--- src/rtl/mesh_wormhole_packetizer.sv ---
`default_nettype none
// ============================================================================
// Module  : mesh_wormhole_packetizer
// Brief   : Serialises one packet per handshake into HEAD/BODY/TAIL wormhole
//           flits for a mesh node TERM input; rejects out-of-mesh destinations.
// Revision: 1.0
// ============================================================================
module mesh_wormhole_packetizer #(
  parameter int ROW_N       = 3,
  parameter int COL_M       = 3,
  parameter int CHANNEL_W   = 8,
  parameter int FLIT_ID_W   = 2,
  parameter int MAX_PAYLOAD = 4,
  localparam int FLIT_DATA_W = CHANNEL_W - FLIT_ID_W,
  localparam int ROW_ADDR_W  = (ROW_N > 1) ? $clog2(ROW_N) : 1,
  localparam int COL_ADDR_W  = (COL_M > 1) ? $clog2(COL_M) : 1,
  localparam int LEN_W       = $clog2(MAX_PAYLOAD + 1)
) (
  input  logic                               clk_i,
  input  logic                               rst_i,
  input  logic [ROW_ADDR_W-1:0]              pkt_dst_row_i,
  input  logic [COL_ADDR_W-1:0]              pkt_dst_col_i,
  input  logic [LEN_W-1:0]                   pkt_len_i,
  input  logic [MAX_PAYLOAD*FLIT_DATA_W-1:0] pkt_data_i,
  input  logic                               pkt_vld_i,
  output logic                               pkt_rdy_o,
  output logic [CHANNEL_W-1:0]               flit_data_o,
  output logic                               flit_vld_o,
  input  logic                               flit_rdy_i,
  output logic                               err_o,
  output logic                               pkt_sent_o
);

  if (ROW_ADDR_W + COL_ADDR_W > FLIT_DATA_W) begin : g_addr_width_check
    $error("mesh_wormhole_packetizer: destination does not fit in HEAD flit data");
  end

  typedef enum logic [1:0] {
    S_IDLE    = 2'd0,
    S_HEAD    = 2'd1,
    S_PAYLOAD = 2'd2
  } state_t;

  localparam logic [FLIT_ID_W-1:0]  c_ID_HEAD = 2'b01;
  localparam logic [FLIT_ID_W-1:0]  c_ID_BODY = 2'b10;
  localparam logic [FLIT_ID_W-1:0]  c_ID_TAIL = 2'b11;
  localparam logic [ROW_ADDR_W:0]   c_ROW_LIM = (ROW_ADDR_W + 1)'(ROW_N);
  localparam logic [COL_ADDR_W:0]   c_COL_LIM = (COL_ADDR_W + 1)'(COL_M);
  localparam logic [LEN_W-1:0]      c_MAX_LEN = LEN_W'(MAX_PAYLOAD);

  state_t                             r_state;
  logic [LEN_W-1:0]                   r_len;
  logic [LEN_W-1:0]                   r_idx;
  logic [MAX_PAYLOAD*FLIT_DATA_W-1:0] r_payload;
  logic [CHANNEL_W-1:0]               r_flit_data;
  logic                               r_flit_vld;
  logic                               r_err;
  logic                               r_sent;

  logic [FLIT_ID_W-1:0]   w_cur_id;
  logic                   w_xfer;
  logic                   w_tail_xfer;
  logic                   w_accept;
  logic                   w_dst_ok;
  logic [LEN_W-1:0]       w_len;
  logic [LEN_W-1:0]       w_next_idx;
  logic [FLIT_DATA_W-1:0] w_word;
  logic                   w_next_last;
  logic [CHANNEL_W-1:0]   w_head_flit;
  logic [CHANNEL_W-1:0]   w_payload_flit;

  assign w_cur_id    = r_flit_data[CHANNEL_W-1 -: FLIT_ID_W];
  assign w_xfer      = r_flit_vld & flit_rdy_i;
  assign w_tail_xfer = w_xfer & (w_cur_id == c_ID_TAIL);

  // Ready also opens on the TAIL transfer cycle so packets can follow with no bubble.
  assign pkt_rdy_o = ~rst_i & ((r_state == S_IDLE) | w_tail_xfer);
  assign w_accept  = pkt_vld_i & pkt_rdy_o;

  assign w_dst_ok = ({1'b0, pkt_dst_row_i} < c_ROW_LIM) &
                    ({1'b0, pkt_dst_col_i} < c_COL_LIM);

  always_comb begin
    w_len = pkt_len_i;
    if (pkt_len_i == '0) begin
      w_len = LEN_W'(1);
    end else if (pkt_len_i > c_MAX_LEN) begin
      w_len = c_MAX_LEN;
    end
  end

  assign w_head_flit = {c_ID_HEAD, FLIT_DATA_W'({pkt_dst_row_i, pkt_dst_col_i})};

  // r_idx tracks the payload flit on the output; HEAD hands over to word 0.
  assign w_next_idx = (r_state == S_HEAD) ? r_idx : r_idx + LEN_W'(1);

  always_comb begin
    w_word = '0;
    for (int k = 0; k < MAX_PAYLOAD; k++) begin
      if (w_next_idx == LEN_W'(k)) begin
        w_word = r_payload[k*FLIT_DATA_W +: FLIT_DATA_W];
      end
    end
  end

  assign w_next_last    = (w_next_idx == r_len - LEN_W'(1));
  assign w_payload_flit = {(w_next_last ? c_ID_TAIL : c_ID_BODY), w_word};

  always_ff @(posedge clk_i) begin
    if (rst_i) begin
      r_state     <= S_IDLE;
      r_len       <= '0;
      r_idx       <= '0;
      r_payload   <= '0;
      r_flit_data <= '0;
      r_flit_vld  <= 1'b0;
      r_err       <= 1'b0;
      r_sent      <= 1'b0;
    end else begin
      r_err  <= 1'b0;
      r_sent <= w_tail_xfer;
      if (w_accept) begin
        r_idx <= '0;
        if (w_dst_ok) begin
          r_len       <= w_len;
          r_payload   <= pkt_data_i;
          r_flit_data <= w_head_flit;
          r_flit_vld  <= 1'b1;
          r_state     <= S_HEAD;
        end else begin
          r_err       <= 1'b1;
          r_flit_data <= '0;
          r_flit_vld  <= 1'b0;
          r_state     <= S_IDLE;
        end
      end else if (w_tail_xfer) begin
        r_flit_data <= '0;
        r_flit_vld  <= 1'b0;
        r_state     <= S_IDLE;
      end else if (w_xfer) begin
        r_flit_data <= w_payload_flit;
        r_idx       <= w_next_idx;
        r_state     <= S_PAYLOAD;
      end
    end
  end

  assign flit_data_o = r_flit_data;
  assign flit_vld_o  = r_flit_vld;
  assign err_o       = r_err;
  assign pkt_sent_o  = r_sent;

endmodule
`default_nettype wire

--- config.mk ---
export PLATFORM = sky130hd
export DESIGN_NAME = mesh_wormhole_packetizer
export DESIGN_NICKNAME = d
export VERILOG_FILES = /design/src/rtl/mesh_wormhole_packetizer.sv
export SDC_FILE = /design/constraint.sdc
export NUM_CORES = 1
export LEC_CHECK = 0
export CORE_MARGIN = 3
export CORE_UTILIZATION = 44
export CTS_CLUSTER_DIAMETER = 100
export DETAILED_ROUTE_END_ITERATION = 8
export GPL_ROUTABILITY_DRIVEN = 0
export PLACE_DENSITY_LB_ADDON = 0.2
export RECOVER_POWER = 100
export SKIP_LAST_GASP = 1
export SLEW_MARGIN = 15
export SYNTH_ARGS = -nofsm -noshare
export SYNTH_HDL_FRONTEND = slang
export SYNTH_SLANG_ARGS = --single-unit
--- constraint.sdc ---
create_clock -name clk_i -period 2.2 [get_ports clk_i]
set_input_delay 0.55 -clock clk_i [delete_from_list [all_inputs] [get_ports clk_i]]
set_output_delay 0.55 -clock clk_i [all_outputs]
set_load 0.03 [all_outputs]
==> qor.yml, run 1 <==
detailed_routing:
  wl_um: 5150
  drc: 0
  drt_iter0_drc: 89
  firstDrtPassIters: 4
  viasPerCell: 5.34
  vias: 2002
  routedWlPerCell_um: 13.7
  drtAntennaViolNets: 0
worst_setup_path:
  crit_start: "rst_i"
  critPathSlowestCell: "clkdlybuf4s50_1"
  worstPathMaxFanout: 4
  start_kind: "primary input"
  path_class: "in -> out"
  critPathArrivalTime_ns: 1.58
  crit_chain: "clkdlybuf4s50_1, inv_1, o21a_2, buf_4, buf_6"
  endpoint_kind: "output port"
  worst_ep_required_time_ns: 1.65
  r2r_start: "r_idx[1]"
  slowest_delay_ns: 0.55
die:
  dieHeight_um: 76.2
  start_util_pct: 47.5
  dieWidth_um: 76.2
  coreArea_mm2: 0.00456
  die_area_mm2: 0.00581
  pin_count: 47
  rows: 24
placement:
  placed_area_mm2: 0.00272
  dpl.cell_count: 367
  portBuffers: 46
  dp.final_hpwl_um: 3740
logic_synthesis:
  synthFlopType: "dfxtp_1"
  syn-num-nets: 299
  synth_edf_count: 0
  synth_cells: 262
  synth.avg_cell_area_um2: 8.28
  yosys_warnings: 0
  synth_top_cell_area_share_pct: 38.8
  netlist_area_mm2: 0.00217
  synth_top_area_cell: "dfxtp_1"
  synth_area_leaders: "dfxtp_1 39%, nand2_1 11%, a21oi_1 7.8%, nor2_1 2.8%, a211oi_2 2.3%"
  synth_cell_types: 56
  async_reset_ff_share_pct: 0
  synth-seq-area-share_pct: 38.8
  ys_seq_elements: 42
clock_network:
  cts_tree: "built"
  clock-sinks: 42
  cts_htree_levels: 2
  clkLatencyLatePin_ns: 0.30
  root_buffer: "clkbuf_8"
  clk_path_buf_depth: 2
  clk_pin_slew_ns: 0.08
  numCtsBuffers: 5
sta:
  skew_ns: 0.00439
  finalSetupViolCount: 0
  slew_viol_final: 0
  finalCritPeriodShare_pct: 96.7
  max_freq_mhz: 470
  hold_violations: 0
  tightest_slew_ns: 0.796
  period_minus_slack_ns: 2.13
  grt_setup_unrepaired: "false"
  whs_ns: 0.455
  slew_headroom_pct: 46.9
finish:
  design_area_mm2: 0.00282
  final_common_cell: "nand2_1"
  layout_common_cells: "63 x nand2_1, 42 x dfxtp_1, 34 x a21oi_1, 33 x clkdlybuf4s50_1, 16 x nor2_1"
  fin_util_pct: 61.7
  nets: 346
  stdcell_count: 375
  area_delta_synth_final_pct: 29.9
  drive_gt1_share_pct: 12.9
  diodes: 0
  fillCellCount: 439
run:
  max-cap-violations: 0
pwr:
  leakagePower_nw: 1.04
  p_per_area_mw_per_mm2: 620
  total_power_mw: 1.75
  ir_drop_v: 0.000354
global_route:
  grt.overflow.total: 0
  grt_use_total_pct: 17.4
  grt_pass1_vias: 1756
  grt_max_degree: 38
  grt_pass1_wl_um: 8310
  antenna_found_initial: 0
worst_hold_path:
  hold_class: "reg -> reg"
  min_from: "r_payload[14]"
status:
  outcome: "completed"
-- cell families after synthesis --
family | share of synthesized area, %
AO/OA/AOI/OAI | 23.6
flip-flops | 38.8
AND/OR/NAND/NOR | 24.1
adder cells (fa/ha/maj) | 1.15
multiplexers | 1.61
XOR/XNOR | 4.09
buffers and inverters | 6.69
-- where the power goes --
part           switching, mW  leakage (nW)  internal (mW)
Sequential            0.0219         0.341          0.790
Combinational          0.158         0.640          0.155
Clock                  0.282        0.0585          0.340
-- state kept, by name (all words and copies together) (netlist names) --
name and flops:
r_len 3, flit_data_o 7, r_state 2, r_idx 3, r_payload 24, flit_vld_o 1
err_o 1, pkt_sent_o 1
-- worst max-delay path, delay by kind of cell --
| kind | cells | cell delay [ns] |
|---|---|---|
| AO/OA/AOI/OAI | 1 | 0.12 |
| buffers and inverters | 4 | 0.91 |
-- per-stage QoR --
stage / setup TNS, ns / setup slack (ns)
after global placement: -0.200 / -0.0196
after floorplan: 0 / 0.382
after global routing: 0 / 0.0388
after detailed placement: -0.406 / -0.0334
final: 0 / 0.0734
after CTS: 0 / 0.00394
-- worst paths after layout --
path / to / slack [ns] / cells past startpoint
min reg2reg: r_payload[14] / 0.45 / 2
max: pkt_rdy_o / 0.07 / 5
min: r_payload[14] / 0.45 / 2
max reg2reg: flit_data_o[3] / 0.26 / 6
-- cell type report --
cell class | instances | area (µm²) | area share, %
clock inverters | 3 | 43.8 | 1.55
repair buffers | 60 | 583 | 20.7
flip-flops and latches | 42 | 841 | 29.8
clock buffers | 5 | 68.8 | 2.44
multi-input cells | 193 | 1170 | 41.7
well taps | 65 | 81.3 | 2.89
inverters | 7 | 26.3 | 0.933
-- timing repair --
item	4_1_cts	5_1_grt
endpoints found under the setup margin	1	2
hold buffers	0	0
resized for setup	1	2
buffers inserted	0	0
-- metal layers --
layer	routed length [µm]	vias to the layer above	track usage (%)
met5	0	-	0
met1	2310	931	22.5
met2	2500	52	28.9
li1	-	1012	-
met4	48	0	3.80
met3	282	7	4.73
-- cell usage after synthesis, types with 2 or more instances --
library cell and number:
nand2_1 63, dfxtp_1 42, a21oi_1 34, nor2_1 16
clkbuf_1 7, inv_1 7, buf_2 5, a211oi_2 4
buf_4 4, nor3_1 4, xnor2_1 4, a211oi_1 3
a21oi_2 3, and2_1 3, buf_6 3, nand3_1 3
nand4b_1 3, nor2b_1 3, o2111ai_1 3, o2bb2ai_1 3
xor2_1 3, a22oi_1 2, and3_1 2, ha_1 2
mux2i_1 2, nand3b_1 2, o22ai_1 2, or3_1 2
Power figures use the tool's default switching activity.
==> run 2, diff against run 1 <==
--- a/config.mk
+++ b/config.mk
@@ -10,6 +10,7 @@
 export CTS_CLUSTER_DIAMETER = 100
 export DETAILED_ROUTE_END_ITERATION = 8
 export GPL_ROUTABILITY_DRIVEN = 0
+export HOLD_SLACK_MARGIN = 0.12
 export PLACE_DENSITY_LB_ADDON = 0.2
 export RECOVER_POWER = 100
 export SKIP_LAST_GASP = 1
==> results of run 2 <==
Same layout as run 1: the final DEF is identical, and so are final timing and power.
==> run 3, diff against run 2 <==
--- a/config.mk
+++ b/config.mk
@@ -6,7 +6,7 @@
 export NUM_CORES = 1
 export LEC_CHECK = 0
 export CORE_MARGIN = 3
-export CORE_UTILIZATION = 44
+export CORE_UTILIZATION = 29
 export CTS_CLUSTER_DIAMETER = 100
 export DETAILED_ROUTE_END_ITERATION = 8
 export GPL_ROUTABILITY_DRIVEN = 0
==> qor.yml, run 3 (synthesized netlist as in run 1, its figures left out) <==
status:
  outcome: "completed"  # unchanged
worst_setup_path:
  worst_ep_required_time_ns: 1.65  # about the same
  worstPathMaxFanout: 4  # unchanged
  path_class: "in -> out"  # unchanged
  endpoint_kind: "output port"  # unchanged
  start_kind: "primary input"  # unchanged
  critPathArrivalTime_ns: 1.54  # was 1.58 ns
finish:
  diodes: 0  # unchanged
  layout_common_cells: "63 x nand2_1, 42 x dfxtp_1, 34 x a21oi_1, 31 x clkdlybuf4s50_1, 16 x nor2_1"  # was 63 x nand2_1, 42 x dfxtp_1, 34 x a21oi_1, 33 x clkdlybuf4s50_1, 16 x nor2_1
  final_common_cell: "nand2_1"  # unchanged
  drive_gt1_share_pct: 11.9  # was 12.9%
  area_delta_synth_final_pct: 30.3  # was 29.9%
  top_register: "r_payload"  # unchanged
  largest_reg_flops: 24  # unchanged
  nets: 346  # unchanged
  design_area_mm2: 0.00283  # was 0.00282 mm²
clock_network:
  clk_path_buf_depth: 2  # unchanged
  clkLatencyLatePin_ns: 0.29  # was 0.30 ns
  cts_htree_levels: 2  # unchanged
  clock-sinks: 42  # unchanged
  cts_tree: "built"  # unchanged
  root_buffer: "clkbuf_8"  # unchanged
  numCtsBuffers: 5  # unchanged
  clk_pin_slew_ns: 0.08  # about the same
  cts_hold_buffers: 0  # unchanged
detailed_routing:
  drtAntennaViolNets: 0  # unchanged
  routedWlPerCell_um: 13.1  # was 13.7 µm
  vias: 1901  # was 2002
  drt_iter0_drc: 93  # was 89
  wl_um: 5340  # was 5150 µm
  viasPerCell: 4.68  # was 5.34
  drc: 0  # unchanged
  firstDrtPassIters: 4  # unchanged
worst_hold_path:
  hold_class: "reg -> reg"  # unchanged
global_route:
  grt_pass1_vias: 1920  # was 1756
  grt_use_total_pct: 13.3  # was 17.4%
  busiest_layer: "met2"  # unchanged
  grt_use_met3_pct: 3.90  # was 4.73%
  grt.overflow.total: 0  # unchanged
  use_met2_pct: 21.3  # was 28.9%
  grt_max_degree: 38  # unchanged
  use_met1_pct: 17.2  # was 22.5%
  grt_pass1_wl_um: 9110  # was 8310 µm
  antenna_found_initial: 0  # unchanged
run:
  max-cap-violations: 0  # unchanged
pwr:
  ir_drop_v: 0.000191  # was 0.000354 V
  net-switching-power_mw: 0.446  # was 0.462 mW
  p_sw_share_pct: 25.9  # was 26.4%
  total_power_mw: 1.72  # was 1.75 mW
  p_clk_share_pct: 35.2  # was 35.6%
  seqPwrFrac_pct: 47.1  # was 46.5%
  leakagePower_nw: 1.02  # was 1.04 nW
  comb_power_share_pct: 17.8  # was 17.9%
  p_per_area_mw_per_mm2: 610  # was 620 mW/mm²
  power.internal_mw: 1.28  # was 1.29 mW
placement:
  dp.final_hpwl_um: 3890  # was 3740 µm
  place_ws_ns: -0.0793  # was -0.0334 ns
  portBuffers: 46  # unchanged
  placed_area_mm2: 0.00276  # was 0.00272 mm²
die:
  start_util_pct: 30.9  # was 47.5%
  dieHeight_um: 92.5  # was 76.2 µm
  die_area_mm2: 0.00856  # was 0.00581 mm²
  rows: 30  # was 24
  coreArea_mm2: 0.00702  # was 0.00456 mm²
  dieWidth_um: 92.5  # was 76.2 µm
  pin_count: 47  # unchanged
sta:
  period_minus_slack_ns: 2.09  # was 2.13 ns
  max_freq_mhz: 478  # was 470 MHz
  slew_headroom_pct: 46.2  # was 46.9%
  finalCritPeriodShare_pct: 95.1  # was 96.7%
  grt_setup_unrepaired: "false"  # unchanged
  hold_violations: 0  # unchanged
  skew_ns: 0.00757  # was 0.00439 ns
  layout_setup_ws_ns: 0.107  # was 0.0734 ns
  slew_viol_final: 0  # unchanged
  finalSetupViolCount: 0  # unchanged
  tightest_slew_ns: 0.806  # was 0.796 ns
## run 3: cell types whose count changed in the layout (fill, tap and decap cells not counted), sizes merged
cell / change
clkbuf: +3
dlygate4sd3: +1
clkinvlp: +1
clkdlybuf4s50: -2
buf: -2
clkinv: -1
dlygate4sd2: +1
inv: -1
## run 3: path summary, 6_finish.rpt
kind                     to  slack (ns)     startpoint  depth (start not counted)
min           r_payload[14]        0.45  r_payload[14]                          2
max               pkt_rdy_o        0.11     flit_rdy_i                          5
max reg2reg  flit_data_o[2]        0.27       r_idx[1]                          6
min reg2reg   r_payload[14]        0.45  r_payload[14]                          2
## run 3: repair_timing
action | 4_1_cts | 5_1_grt
buffers inserted | 0 | 0
pin swaps | 0 | 0
resized for setup | 1 | 2
endpoints found under the setup margin | 1 | 2
## run 3: power groups by stage
stage / registers, mW / logic, mW / clock network, mW
6_report: 0.812 / 0.306 / 0.606
5_1_grt: 0.818 / 0.339 / 0.666
4_1_cts: 0.813 / 0.325 / 0.623
3_5_place_dp: 0.831 / 0.323 / 0
3_3_place_gp: 0.831 / 0.322 / 0
2_1_floorplan: 0.843 / 0.169 / 0
## run 3: cell type report
class	count	area (µm²)
fillers	751	4190
multi-input cells	193	1170
flip-flops and latches	42	841
repair buffers	60	562
well taps	96	120
clock buffers	6	72.6
clock inverters	2	37.5
inverters	7	26.3
## run 3: layer usage
| metal | vias to the layer above | part of all wire [%] | wire length, µm |
|---|---|---|---|
| li1 | 1015 | - | - |
| met1 | 854 | 48 | 2570 |
| met2 | 30 | 47 | 2520 |
| met3 | 2 | 3.8 | 203 |
| met4 | 0 | 0.88 | 47 |
| met5 | - | 0 | 0 |
## run 3: worst max-delay path, stage by stage
cell and delay [ns]:
dlygate4sd2_1 0.27, and4_1 0.22, o21a_2 0.21, buf_4 0.13, buf_4 0.16
## run 3: stage by stage
| stage | std cells | hold slack (ns) | setup TNS, ns | util, % |
|---|---|---|---|---|
| 3_3_place_gp | 398 | 0.442 | -0.153 | 39.3 |
| 4_1_cts | 406 | 0.458 | 0 | 40.9 |
| 2_1_floorplan | 262 | 0.431 | 0 | - |
| 5_1_grt | 406 | 0.476 | 0 | 40.3 |
| 6_report | 406 | 0.454 | 0 | 40.3 |
| 3_5_place_dp | 398 | 0.446 | -0.676 | 39.3 |
